===== config.mk =====
export PLATFORM = sky130hd
export DESIGN_NAME = instr_fetch_unit
export DESIGN_NICKNAME = d
export VERILOG_FILES = /design/src/rtl/instr_fetch_unit.sv
export SDC_FILE = /design/constraint.sdc
export NUM_CORES = 1
export LEC_CHECK = 0
export ABC_AREA = 1
export CORE_ASPECT_RATIO = 0.6
export CORE_MARGIN = 10
export CORE_UTILIZATION = 40
export CTS_CLUSTER_DIAMETER = 100
export CTS_CLUSTER_SIZE = 30
export DETAILED_ROUTE_END_ITERATION = 8
export PLACE_DENSITY_LB_ADDON = 0.3
export SYNTH_ARGS = -nofsm -noshare
export SYNTH_HDL_FRONTEND = slang
export SYNTH_SLANG_ARGS = --single-unit

===== constraint.sdc =====
create_clock -name i_clk -period 5.29 [get_ports i_clk]
set_clock_uncertainty 0.05 [all_clocks]
set_input_delay 0.7935 -clock i_clk [delete_from_list [all_inputs] [get_ports i_clk]]
set_output_delay 0.7935 -clock i_clk [all_outputs]
set_load 0.03 [all_outputs]

===== src/rtl/instr_fetch_unit.sv =====
// Instruction fetch front end: PC sequencing, one-outstanding memory reads, prefetch FIFO to decode.
// Define FETCH_BYPASS_EN to forward a returning word straight to decode when the FIFO is empty.
module instr_fetch_unit #(
  parameter int                    DATA_WIDTH = 32,
  parameter int                    ADDR_WIDTH = 32,
  parameter int                    FIFO_DEPTH = 4,
  parameter logic [ADDR_WIDTH-1:0] RESET_PC   = '0
) (
  input  logic                  i_clk,
  input  logic                  i_rst,
  output logic                  o_mem_req,
  output logic [ADDR_WIDTH-1:0] o_mem_addr,
  input  logic                  i_mem_ready,
  input  logic                  i_mem_rvalid,
  input  logic [DATA_WIDTH-1:0] i_mem_rdata,
  output logic                  o_instr_valid,
  output logic [DATA_WIDTH-1:0] o_instr,
  output logic [ADDR_WIDTH-1:0] o_instr_pc,
  input  logic                  i_instr_ready,
  input  logic                  i_redirect,
  input  logic [ADDR_WIDTH-1:0] i_redirect_pc
);

  localparam int PTR_W = (FIFO_DEPTH > 1) ? $clog2(FIFO_DEPTH) : 1;
  localparam logic [PTR_W:0] DEPTH_CNT = (PTR_W+1)'(FIFO_DEPTH);

  localparam logic [1:0] S_REQ     = 2'd0;
  localparam logic [1:0] S_WAIT    = 2'd1;
  localparam logic [1:0] S_DISCARD = 2'd2;

  logic [1:0]            state, state_nxt;
  logic [ADDR_WIDTH-1:0] fetch_pc;
  logic [ADDR_WIDTH-1:0] req_pc;
  logic [ADDR_WIDTH-1:0] redirect_target;

  logic [DATA_WIDTH-1:0] fifo_data [FIFO_DEPTH];
  logic [ADDR_WIDTH-1:0] fifo_pc   [FIFO_DEPTH];
  logic [PTR_W-1:0]      rd_ptr, wr_ptr;
  logic [PTR_W:0]        count;

  logic fifo_empty, fifo_full;
  logic accept, wait_resp, bypass, push, pop;

  assign fifo_empty      = (count == '0);
  assign fifo_full       = (count == DEPTH_CNT);
  assign redirect_target = i_redirect_pc & ~ADDR_WIDTH'(3);

  assign o_mem_req  = !i_rst && (state == S_REQ) && !fifo_full;
  assign o_mem_addr = fetch_pc;
  assign accept     = o_mem_req && i_mem_ready;

  // A live response (not stale, not cancelled by a same-cycle redirect).
  assign wait_resp = (state == S_WAIT) && i_mem_rvalid && !i_redirect;

`ifdef FETCH_BYPASS_EN
  assign bypass = wait_resp && fifo_empty;
`else
  assign bypass = 1'b0;
`endif

  assign o_instr_valid = !i_rst && (!fifo_empty || bypass);
  assign pop           = o_instr_valid && i_instr_ready && !i_redirect && !fifo_empty;
  assign push          = wait_resp && !(bypass && i_instr_ready);

  always_comb begin
    o_instr    = '0;
    o_instr_pc = '0;
    if (o_instr_valid) begin
      if (fifo_empty) begin
        o_instr    = i_mem_rdata;
        o_instr_pc = req_pc;
      end else begin
        o_instr    = fifo_data[rd_ptr];
        o_instr_pc = fifo_pc[rd_ptr];
      end
    end
  end

  // NOTE: default assignment first so every path assigns state_nxt and no latch is inferred.
  always_comb begin
    state_nxt = state;
    case (state)
      S_REQ:     if (accept) state_nxt = i_redirect ? S_DISCARD : S_WAIT;
      S_WAIT:    if (i_mem_rvalid) state_nxt = S_REQ;
                 else if (i_redirect) state_nxt = S_DISCARD;
      S_DISCARD: if (i_mem_rvalid) state_nxt = S_REQ;
      default:   state_nxt = S_REQ;
    endcase
  end

  // NOTE: non-blocking assignments for all registered state so every flop samples pre-edge values.
  always_ff @(posedge i_clk) begin
    if (i_rst) begin
      state    <= S_REQ;
      fetch_pc <= RESET_PC;
      req_pc   <= '0;
      rd_ptr   <= '0;
      wr_ptr   <= '0;
      count    <= '0;
    end else begin
      state <= state_nxt;
      if (i_redirect)  fetch_pc <= redirect_target;
      else if (accept) fetch_pc <= fetch_pc + ADDR_WIDTH'(4);
      if (accept) req_pc <= fetch_pc;

      if (i_redirect) begin
        rd_ptr <= '0;
        wr_ptr <= '0;
        count  <= '0;
      end else begin
        if (push) wr_ptr <= wr_ptr + 1'b1;
        if (pop)  rd_ptr <= rd_ptr + 1'b1;
        case ({push, pop})
          2'b10:   count <= count + 1'b1;
          2'b01:   count <= count - 1'b1;
          default: count <= count;
        endcase
      end
    end
  end

  // NOTE: FIFO storage has no reset; count/pointers alone decide which entries are meaningful.
  always_ff @(posedge i_clk) begin
    if (push) begin
      fifo_data[wr_ptr] <= i_mem_rdata;
      fifo_pc[wr_ptr]   <= req_pc;
    end
  end

endmodule


==> results of run 1 <==
==> per-layer routing <==
metal	part of all wire (%)	GRT usage [%]
met1	47	22.9
met2	46	26.3
met3	5.8	3.11
met4	0.87	2.26
met5	0	0
==> stage by stage <==
stage | util, % | cells | area, sq um | setup slack [ns]
floorplan | - | 1279 | 13200 | 0.946
global placement | 46.5 | 1809 | 15100 | 1.12
detailed placement | 46.5 | 1809 | 15100 | 1.08
CTS | 47.8 | 1833 | 15500 | 0.794
global route | 47.8 | 1834 | 15500 | 0.594
finish | 47.8 | 1834 | 15500 | 0.919
==> cells by family after synthesis <==
group / after synthesis
fa+ha+maj: 7
compound gates: 297
buf+inv: 140
xor+xnor: 12
simple gates: 500
flops: 319
other cells: 1
==> registers in the layout, indices dropped and copies added, names as in the netlist, named ones only <==
name        count
fifo_data     128
fifo_pc       120
o_mem_addr     30
req_pc         30
count           3
rd_ptr          2
state           2
wr_ptr          2
==> synthesized netlist by cell type <==
library cell,count
nand3_1,36
o21ai_1,1
and2_1,2
or2_2,1
buf_4,6
conb_1,1
o21ai_0,168
inv_1,63
nor2_1,300
nor2_8,1
clkbuf_2,1
buf_2,28
nand2_2,3
nand3_2,3
o2111ai_1,1
clkinv_1,1
nor2_2,5
fa_1,1
buf_1,3
edfxtp_1,248
dfxtp_1,71
a31oi_1,5
nor3_1,3
nand4_1,3
a211oi_1,1
buf_6,3
xnor2_1,2
nand3b_1,1
a21oi_1,120
nand2_1,138
xor2_1,10
ha_1,6
inv_2,5
nor2_4,4
o211ai_1,1
clkbuf_1,30
==> cell type report <==
class,count,area [sq um]
diodes,1,2.50
clock buffers,22,402
clock inverters,2,12.5
fillers,2934,16900
inverters,69,260
multi-input cells,820,3780
flip-flops and latches,319,8870
well taps,424,531
repair buffers,177,1670
==> worst register-to-register path, cell delays in order (launching register included) <==
cell	delay, ns
dfxtp_1	0.38
inv_2	0.06
nor3_1	0.25
nand2_1	0.37
nor2_4	0.17
buf_4	0.80
==> final timing paths <==
check             from          endpoint  depth (start not counted)  slack [ns]
max           register        o_instr[9]                          5        0.92
min          rd_ptr[1]          register                          2        0.44
max reg2reg   state[0]  fifo_data[1][26]                          5        2.78
min reg2reg  rd_ptr[1]          register                          2        0.44
==> power groups by stage <==
stage	registers, mW	clock network (mW)	logic [mW]
global placement	2.82	0	0.245
detailed placement	2.82	0	0.248
floorplan	2.84	0	0.101
finish	2.77	1.29	0.248
global route	2.77	1.43	0.270
CTS	2.77	1.33	0.250
==> out/qor.yml, run 1 <==
critPathBufInv: 3
grt_pass1_vias: 9067
crit_type: "register to primary output"
rsz0062_at_grt: "no"
dr_total_vias: 9403
ant_nets: 0
fp.dieW_microns: 255
synthAdderAreaFrac_pct: 0.720
drc: 0
fp-row-count: 51
cap_violations: 0
netSwitchingFraction_pct: 21.7
synth_top_area_cell: "edfxtp_1"
max-slew-margin-rel_pct: 30.8
final_cell_mix: "nor2_1, edfxtp_1, o21ai_0"
p_total_mw: 4.30
slowest_stage: "clkinv_2"
clockBufferDepth: 3
drive_gt1_share_pct: 6.39
area_growth_pct: 17.6
grtUsageTotal_pct: 16.3
peakVddDrop_v: 0.000202
holdCritPathClass: "register to register"
cp_top_family: "buffers and inverters"
pwr-share-seq_pct: 64.3
crit_arrival_ns: 3.53
drt-total-wl_microns: 34400
clock_latency_ns: 0.51
drtIter0Drc: 774
netlist_instances: 1276
synth-seq-cells: 319
grt_overflow: 0
startpoint_type: "register"
place_congestion: 0.873
status: "finished clean"
avgSynthCellArea_sq_um: 10.4
postCtsSetupBuffers: 0
crit_path_end_kind: "primary output"
p_per_area_nw_per_um2: 277
synth_top_area_share_pct: 56.4
vias_per_cell: 5.13
required_ns: 4.45
slew_viol_final: 0
antenna_found_initial: 1
synth-compound-area-share_pct: 11.4
synth_top_family_by_area: "simple AND/OR/NAND/NOR gates"
synth-simple-area-share_pct: 15.4
synth_mux_area_share_pct: 0
synthXorXnorAreaFrac_pct: 0.796
ctsHoldBuffers: 0
cts_resized: 0
synthesis.area_sq_um: 13200
period_share_pct: 82.6
clk_pin_slew_worst_paths_ns: 0.12
portBuffers: 161
grt_start_max_net_pins: 85
die_h_microns: 161
firstDrtPassIters: 5
numClockSinks: 319
core-area_sq_um: 32500
hold_violations: 0
cts_tree: "yes"
worst_path_largest_cell_delay_ns: 0.76
start_util_pct: 40.7
yosys_warnings: 0
path_cells: "clkinv_2, buf_4, o21ai_0, a21oi_1, clkdlybuf4s50_1"
ys_types: 36
finalSetupTns_ns: 0
power_switching_mw: 0.935
numCtsBuffers: 14
leakage_nw: 5.37
p_int_mw: 3.37
mostFrequentLayoutCell: "nor2_1"
dp_hpwl_microns: 21400
p_clk_share_pct: 29.9
clockRootBuffer: "clkbuf_16"
die_area_sq_um: 40900
synth_area_leaders: "edfxtp_1, dfxtp_1, nor2_1"
boundaryPins: 168
fin_nets: 1478
routedWlPerCell_microns: 18.8
max_freq_mhz: 229
finalSetupViolations: 0
period_needed_ns: 4.37
comb_power_share_pct: 5.8
synth-seq-area-share_pct: 67.1
fin_worst_hold_slack_ns: 0.444
htreeDepth: 1
grt_pass1_wl_microns: 52800
worst_slew_pin_slew_ns: 1.04
critPathMaxFanout: 56
Power figures use the tool's default switching activity.
==> run 2: changes to the inputs <==
==> constraint.sdc (replaced) <==
create_clock -name i_clk -period 4.4 [get_ports i_clk]
set_clock_uncertainty 0.05 [all_clocks]
set_input_delay 0.66 -clock i_clk [delete_from_list [all_inputs] [get_ports i_clk]]
set_output_delay 0.66 -clock i_clk [all_outputs]
set_load 0.03 [all_outputs]
==> run 2 against run 1 <==
Effect of this change:
- sequential power increased by 20%
- critical path type is now primary input to primary output
- die area unchanged
- register-to-register slack got worse by 0.87 ns
- combinational power up 20%
- cell count is 0.22% higher
==> out/qor.yml, run 2 (synthesis gave the netlist of run 1 again) <==
status: "finished clean"
whs_path_depth: 2
mostFrequentLayoutCell: "nor2_1"
fin_worst_hold_slack_ns: 0.424
cap_violations: 0
hp-start: "rd_ptr[1]"
antenna_found_initial: 1
p_total_mw: 5.18
core-area_sq_um: 32500
crit_type: "primary input to primary output"
largestRegisters: "fifo_data x128, fifo_pc x120"
ctsHoldBuffers: 0
cts_tree: "yes"
top_register: "fifo_data"
fin_ws_ns: 0.806
postCtsSetupBuffers: 0
start_util_pct: 40.7
max-slew-margin-rel_pct: 42.0
r2r_setup_slack_ns: 1.91
grt_start_max_net_pins: 125
finalSetupViolations: 0
p_per_area_nw_per_um2: 330
routedWlPerCell_microns: 18.3
fin_area_sq_um: 15700
rsz0062_at_grt: "no"
grt_overflow: 0
numClockSinks: 319
grtUsageTotal_pct: 16.1
ant_nets: 0
p_clk_share_pct: 30.0
drive_gt1_share_pct: 6.58
die_area_sq_um: 40900
slew_viol_final: 0
area_growth_pct: 18.6
grt_pass1_vias: 9082
fp.dieW_microns: 255
r2r_cells: 5
clk_pin_slew_worst_paths_ns: 0.12
largest_reg_flops: 128
place_worst_setup_slack_ns: 0.780
startpoint_type: "primary input"
fp-row-count: 51
clockBufferDepth: 3
dr_total_vias: 9315
numCtsBuffers: 14
max_freq_mhz: 278
power_switching_mw: 1.12
place_congestion: 0.895
worst_slew_pin_slew_ns: 0.870
r2r-end: "fifo_pc[0][7]"
reg2reg_from: "state[0]"
p_int_mw: 4.06
boundaryPins: 168
portBuffers: 161
netSwitchingFraction_pct: 21.7
firstDrtPassIters: 5
crit_path_end_kind: "primary output"
drtIter0Drc: 727
comb_power_share_pct: 5.8
die_h_microns: 161
final_cell_mix: "nor2_1, edfxtp_1, o21ai_0"
period_share_pct: 81.7
cts_resized: 0
vias_per_cell: 5.07
crit_arrival_ns: 2.88
holdCritPathClass: "register to register"
critPathMaxFanout: 63
clockRootBuffer: "clkbuf_16"
hold_violations: 0
drt-total-wl_microns: 33700
period_needed_ns: 3.59
leakage_nw: 5.42
place_area_sq_um: 15200
dp_hpwl_microns: 21500
finalSetupTns_ns: 0
fin_nets: 1482
grt_pass1_wl_microns: 52200
pwr-share-seq_pct: 64.3
required_ns: 3.69
peakVddDrop_v: 0.000263
htreeDepth: 1
drc: 0
clock_latency_ns: 0.52
run 2: area by class of cell:
cell class	count	area, sq um
Fill cell	2938	16800
Sequential cell	319	8870
Multi-Input combinational cell	820	3780
Timing Repair Buffer	181	1800
Tap cell	424	531
Clock buffer	23	405
Inverter	69	260
Clock inverter	1	16.3
Antenna cell	1	2.50
run 2: per-stage QoR:
stage | util (%) | instances
floorplan | - | 1279
global placement | 46.9 | 1813
detailed placement | 46.9 | 1813
CTS | 48.2 | 1837
global route | 48.2 | 1838
finish | 48.2 | 1838
run 2: worst max-delay path by stage:
stage                            endpoint  slack [ns]         start
after floorplan           fifo_data[0][0]        0.19  i_mem_rvalid
after global placement     o_instr_pc[16]        0.80         i_rst
after detailed placement   o_instr_pc[16]        0.78         i_rst
after CTS                  o_instr_pc[16]        0.78         i_rst
after global routing       o_instr_pc[16]        0.70         i_rst
final                      o_instr_pc[16]        0.81         i_rst
run 2: critical path: stages:
cell	delay, ns
clkdlybuf4s50_1	0.77
clkinv_1	0.19
nand2_2	0.12
buf_12	0.35
a21oi_1	0.15
clkdlybuf4s50_1	0.63
run 2: power by group through the flow:
stage	Combinational (mW)	Clock (mW)	Sequential, mW
detailed placement	0.298	0	3.40
global placement	0.293	0	3.39
floorplan	0.121	0	3.41
CTS	0.300	1.61	3.33
global route	0.326	1.71	3.33
finish	0.298	1.55	3.33
run 2: metal layers:
metal	track usage (%)	wire, microns	up-vias	share of wire (%)
met1	21.8	15500	4502	46
met5	0	0	-	0
met4	2.78	441	0	1.3
li1	-	-	4587	-
met3	3.58	1980	20	5.9
met2	26.5	15800	206	47
